### src/rtl/divider_arbiter.sv
// divider_arbiter: round-robin sharing of one req/ack divider among CLIENTS requesters (optional DIV_ZERO_BYPASS_EN answers divisor-0 locally)
module divider_arbiter #(
  parameter int WIDTH   = 8,
  parameter int CLIENTS = 2
) (
  input  logic                     clk,
  input  logic                     reset_n,
  input  logic [CLIENTS-1:0]       cl_req,
  input  logic [CLIENTS*WIDTH-1:0] cl_dividend,
  input  logic [CLIENTS*WIDTH-1:0] cl_divisor,
  output logic [CLIENTS-1:0]       cl_ack,
  output logic [WIDTH-1:0]         cl_quotient,
  output logic [WIDTH-1:0]         cl_remainder,
  output logic                     div_req,
  output logic [WIDTH-1:0]         div_dividend,
  output logic [WIDTH-1:0]         div_divisor,
  input  logic [WIDTH-1:0]         div_quotient,
  input  logic [WIDTH-1:0]         div_remainder,
  input  logic                     div_ack
);
  localparam int IW = (CLIENTS > 1) ? $clog2(CLIENTS) : 1;
  typedef enum logic [1:0] {IDLE, ISSUE, WAIT, BYPASS} state_t;
  state_t state;
  logic [IW-1:0] grant, last_grant, pick;
  logic [CLIENTS-1:0] eligible;
  logic found;
  logic [WIDTH-1:0] sel_dividend, sel_divisor;
  // cl_ack is one-hot at last_grant, so masking by it holds off the client just served
  assign eligible = cl_req & ~cl_ack;
  assign sel_dividend = WIDTH'(cl_dividend >> (int'(pick) * WIDTH));
  assign sel_divisor = WIDTH'(cl_divisor >> (int'(pick) * WIDTH));
  // round-robin search from last_grant+1; descending loop leaves the nearest hit in pick
  always_comb begin
    found = 1'b0;
    pick = '0;
    for (int k = CLIENTS; k >= 1; k--)
      if (|(eligible & (CLIENTS'(1) << ((int'(last_grant) + k) % CLIENTS)))) begin
        found = 1'b1;
        pick = IW'((int'(last_grant) + k) % CLIENTS);
      end
  end
  // transaction FSM with registered divider and client outputs
  always_ff @(posedge clk) begin
    if (!reset_n) begin
      state <= IDLE;
      grant <= '0;
      last_grant <= IW'(CLIENTS - 1);
      div_req <= 1'b0;
      div_dividend <= '0;
      div_divisor <= '0;
      cl_ack <= '0;
      cl_quotient <= '0;
      cl_remainder <= '0;
    end else begin
      div_req <= 1'b0;
      cl_ack <= '0;
      case (state)
        IDLE: if (found) begin
          grant <= pick;
          div_dividend <= sel_dividend;
          div_divisor <= sel_divisor;
`ifdef DIV_ZERO_BYPASS_EN
          state <= (sel_divisor == '0) ? BYPASS : ISSUE;
          div_req <= (sel_divisor != '0);
`else
          state <= ISSUE;
          div_req <= 1'b1;
`endif
        end
        ISSUE: state <= WAIT;
        WAIT: if (div_ack) begin
          cl_quotient <= div_quotient;
          cl_remainder <= div_remainder;
          cl_ack <= CLIENTS'(1) << grant;
          last_grant <= grant;
          state <= IDLE;
        end
`ifdef DIV_ZERO_BYPASS_EN
        BYPASS: begin
          cl_quotient <= '1;
          cl_remainder <= div_dividend;
          cl_ack <= CLIENTS'(1) << grant;
          last_grant <= grant;
          state <= IDLE;
        end
`endif
        default: state <= IDLE;
      endcase
    end
  end
endmodule

### config.mk
export PLATFORM = sky130hd
export DESIGN_NAME = divider_arbiter
export DESIGN_NICKNAME = d
export VERILOG_FILES = /design/src/rtl/divider_arbiter.sv
export SDC_FILE = /design/constraint.sdc
export NUM_CORES = 1
export LEC_CHECK = 0
export CAP_MARGIN = 20
export CORE_MARGIN = 4
export CORE_UTILIZATION = 35
export DETAILED_ROUTE_END_ITERATION = 8
export PLACE_DENSITY_LB_ADDON = 0.2
export SLEW_MARGIN = 20
export SYNTH_ARGS = -nofsm -noshare
export SYNTH_HDL_FRONTEND = slang
export SYNTH_SLANG_ARGS = --single-unit
### constraint.sdc
create_clock -name clk -period 1.4 [get_ports clk]
set_input_delay 0.21 -clock clk [delete_from_list [all_inputs] [get_ports clk]]
set_output_delay 0.21 -clock clk [all_outputs]
set_load 0.005 [all_outputs]
==> results.py <==
metrics = {
    "synth": {
        "post_synth_instance_area_um2": 1460,
        "yosys_warnings": 0,
        "synth.ff_latch_count": 39,
        "ys_seq_area_share_pct": 53.47,
        "synthesis.instances": 151,
        "avgSynthCellArea_um2": 9.670,
        "unique_masters_post_synth": 24,
        "mappedNetlistNets": 204,
    },
    "power_and_ir_drop": {
        "power.ir.vdd_worst_uv": 532.3,
        "power_density_nw_per_um2": 1025,
        "leakagePower_nw": 1.043,
    },
    "clock_network": {
        "root_buffer": "clkbuf_8",
        "clk_slew_on_worst_s_h_paths_ns": 0.07,
        "cts-root-to-sink-buffers": 2,
        "insertion_delay_ns": 0.28,
        "htreeDepth": 2,
        "cts-buffers-inserted": 5,
        "cts_tree": "yes",
        "cts.sinks": 39,
    },
    "placement": {
        "place_worst_setup_slack_ns": -0.2963,
        "placement.io_buffers": 87,
        "post-dp-hpwl_um": 2859,
        "placement.cell_area_um2": 2434,
        "globalplace.congestion": 0.7785,
    },
    "timing": {
        "finalSetupViolations": 1,
        "worst_hold_slack_ns": 0.4479,
        "final.period_utilization_pct": 100.1,
        "fin_tns_setup_ns": -0.001907,
        "max_clock_freq_mhz": 713.3,
        "post-route-worst-setup-slack_ns": -0.001907,
        "worst_slew_margin_rel_pct": 87.12,
        "hold_violations": 0,
        "fin_skew_ns": 0.002384,
        "worst_pin_slew_ns": 0.1878,
        "layout_min_cycle_time_ns": 1.402,
        "finalMaxSlewViolations": 0,
    },
    "worst_setup_path": {
        "worstSetupStartpointType": "input port",
        "timing.critical_path.to_type": "flip-flop",
        "timing.critical_path.fanout_max": 6,
        "critical_path_class": "in -> reg",
        "timing.critical_path.required_ns": 1.57,
        "critical_path_arrival_ns": 1.57,
    },
    "global_routing": {
        "initial_antenna_violation_count": 0,
        "grt_max_degree": 21,
        "grt-ovfl-total": 0,
        "first_global_vias": 1354,
        "global_route_wire_length_before_repair_um": 6058,
        "grt_use_total_pct": 14.86,
    },
    "route": {
        "number_of_nets_with_antenna_violations_after_routing": 0,
        "drt_iter0_markers": 75,
        "routedWlPerCell_um": 13.29,
        "drt-total-wl_um": 3975,
        "detail_route.vias_per_cell": 4.773,
        "initial_drt_pass_iterations": 4,
        "drc_errors": 0,
        "total_number_of_vias": 1427,
    },
    "die": {
        "starting_density_of_the_core_pct": 36.24,
        "floorplan.die.width_um": 72.59,
        "std_cell_rows": 23,
        "coreArea_um2": 4029,
        "design.die.area_um2": 5269,
        "fp.dieH_um": 72.59,
        "floorplan.io_pins": 88,
    },
    "status": {
        "run_status": "complete, but fails checks",
        "failing_checks": "setup timing",
    },
    "final_layout": {
        "final_net_count": 301,
        "ratio_of_cells_with_drive_above_1_in_the_final_layout_pct": 11.24,
        "diodes": 0,
        "layout-area-overhead-vs-synth_pct": 76.09,
        "postLayoutCoreUtil_pct": 63.82,
        "stdcell_area_um2": 2571,
    },
    "worst_hold_path": {
        "worst_hold_path_type": "reg -> reg",
    },
    "job": {
        "max_cap_viol_count": 0,
    },
}
-- cell usage in the layout, fill, tap and decap left out --
cell type	n
nor2b_2	1
clkbuf_8	7
mux2i_1	1
nand2b_4	2
buf_12	2
o21ai_0	4
nand3b_1	1
buf_6	3
buf_2	1
a211oi_4	1
o21ai_1	12
dlymetal6s2s_1	2
dfxtp_2	1
a21oi_1	1
dfxtp_1	38
a22o_1	16
a21boi_0	1
nand2_1	32
a21boi_2	1
and2_1	3
clkdlybuf4s50_1	85
a31oi_1	16
and3_1	1
buf_4	9
clkbuf_1	1
nor2b_1	3
inv_1	1
nand2b_1	3
-- worst paths after layout --
path	from	end	slack, ns	cells after the start
max	cl_req[0]	grant$_SDFFE_PN0P_	-0.002	7
min	last_grant$_SDFFE_PN1P_	last_grant$_SDFFE_PN1P_	0.45	2
max reg2reg	cl_ack[1]$_SDFF_PN0_	grant$_SDFFE_PN0P_	0.03	6
min reg2reg	last_grant$_SDFFE_PN1P_	last_grant$_SDFFE_PN1P_	0.45	2
-- report_power, final --
| part | leakage, nW | switching (mW) | internal (mW) |
|---|---|---|---|
| registers | 0.320 | 0.0471 | 1.19 |
| clock network | 0.0515 | 0.358 | 0.449 |
| logic | 0.671 | 0.205 | 0.383 |
| total | 1.04 | 0.611 | 2.03 |
-- what timing repair did --
item	CTS	global route
hold buffers	0	0
buffers inserted	0	2
resized for setup	0	6
setup endpoints to repair	0	18
hold endpoints to repair	0	0
-- per-layer routing --
metal	vias up	routed length [um]	track usage (%)
met1	650	1611	17.04
met3	5	356	6.336
met4	0	53	6.148
met2	44	1953	24.25
met5	-	0	0
li1	728	-	-
-- state kept, by name (all words and copies together) (netlist names) --
| name | count |
|---|---|
| cl_ack | 2 |
| cl_quotient | 8 |
| cl_remainder | 8 |
| div_dividend | 8 |
| div_divisor | 8 |
| div_req | 1 |
| grant | 1 |
| last_grant | 1 |
| state | 2 |
-- critical path, cell delays in order --
cell and delay [ns]:
clkdlybuf4s50_1 0.53, nand2b_4 0.07, a211oi_4 0.18, buf_4 0.18
buf_4 0.12, mux2i_1 0.22, nor2b_1 0.07
-- per-stage QoR --
step,power (mW),instances
finish,2.636,299
detailed placement,1.824,288
global placement,1.821,288
global route,2.780,299
floorplan,1.469,151
CTS,2.645,296
-- final cells by class --
class | count | area, um2
timing repair buffer | 102 | 1022
multi-input combinational | 99 | 600.6
sequential | 39 | 782.0
tap | 50 | 62.56
fill | 376 | 1458
inverter | 1 | 3.754
clock buffer | 8 | 100.1
-- synthesized netlist by cell type --
cell,number,area share [%]
a211oi_4,1,1.4
nor2b_1,3,1.3
nand2b_4,2,1.9
nand2b_1,3,1.3
dfxtp_1,39,53
clkbuf_1,2,0.51
o21ai_0,4,1.4
a21oi_1,1,0.34
a22o_1,16,9.6
clkbuf_2,1,0.34
a21boi_2,1,0.77
and2_1,3,1.3
o21ai_1,12,4.1
mux2i_1,1,0.69
inv_1,1,0.26
buf_6,2,1.5
nand3b_1,1,0.51
buf_2,5,1.7
nand2_1,32,8.2
a31oi_1,16,6.9
buf_4,2,1.0
and3_1,1,0.43
nor2b_2,1,0.60
a21boi_0,1,0.51
-- kinds of logic after synthesis --
group | count (synthesis) | share of synthesized area [%]
flip-flops | 39 | 53.47
buffers and inverters | 13 | 5.397
AO/OA/AOI/OAI | 52 | 24.94
multiplexers | 1 | 0.6855
AND/OR/NAND/NOR | 46 | 15.51
(Power assumes the default switching activity.)
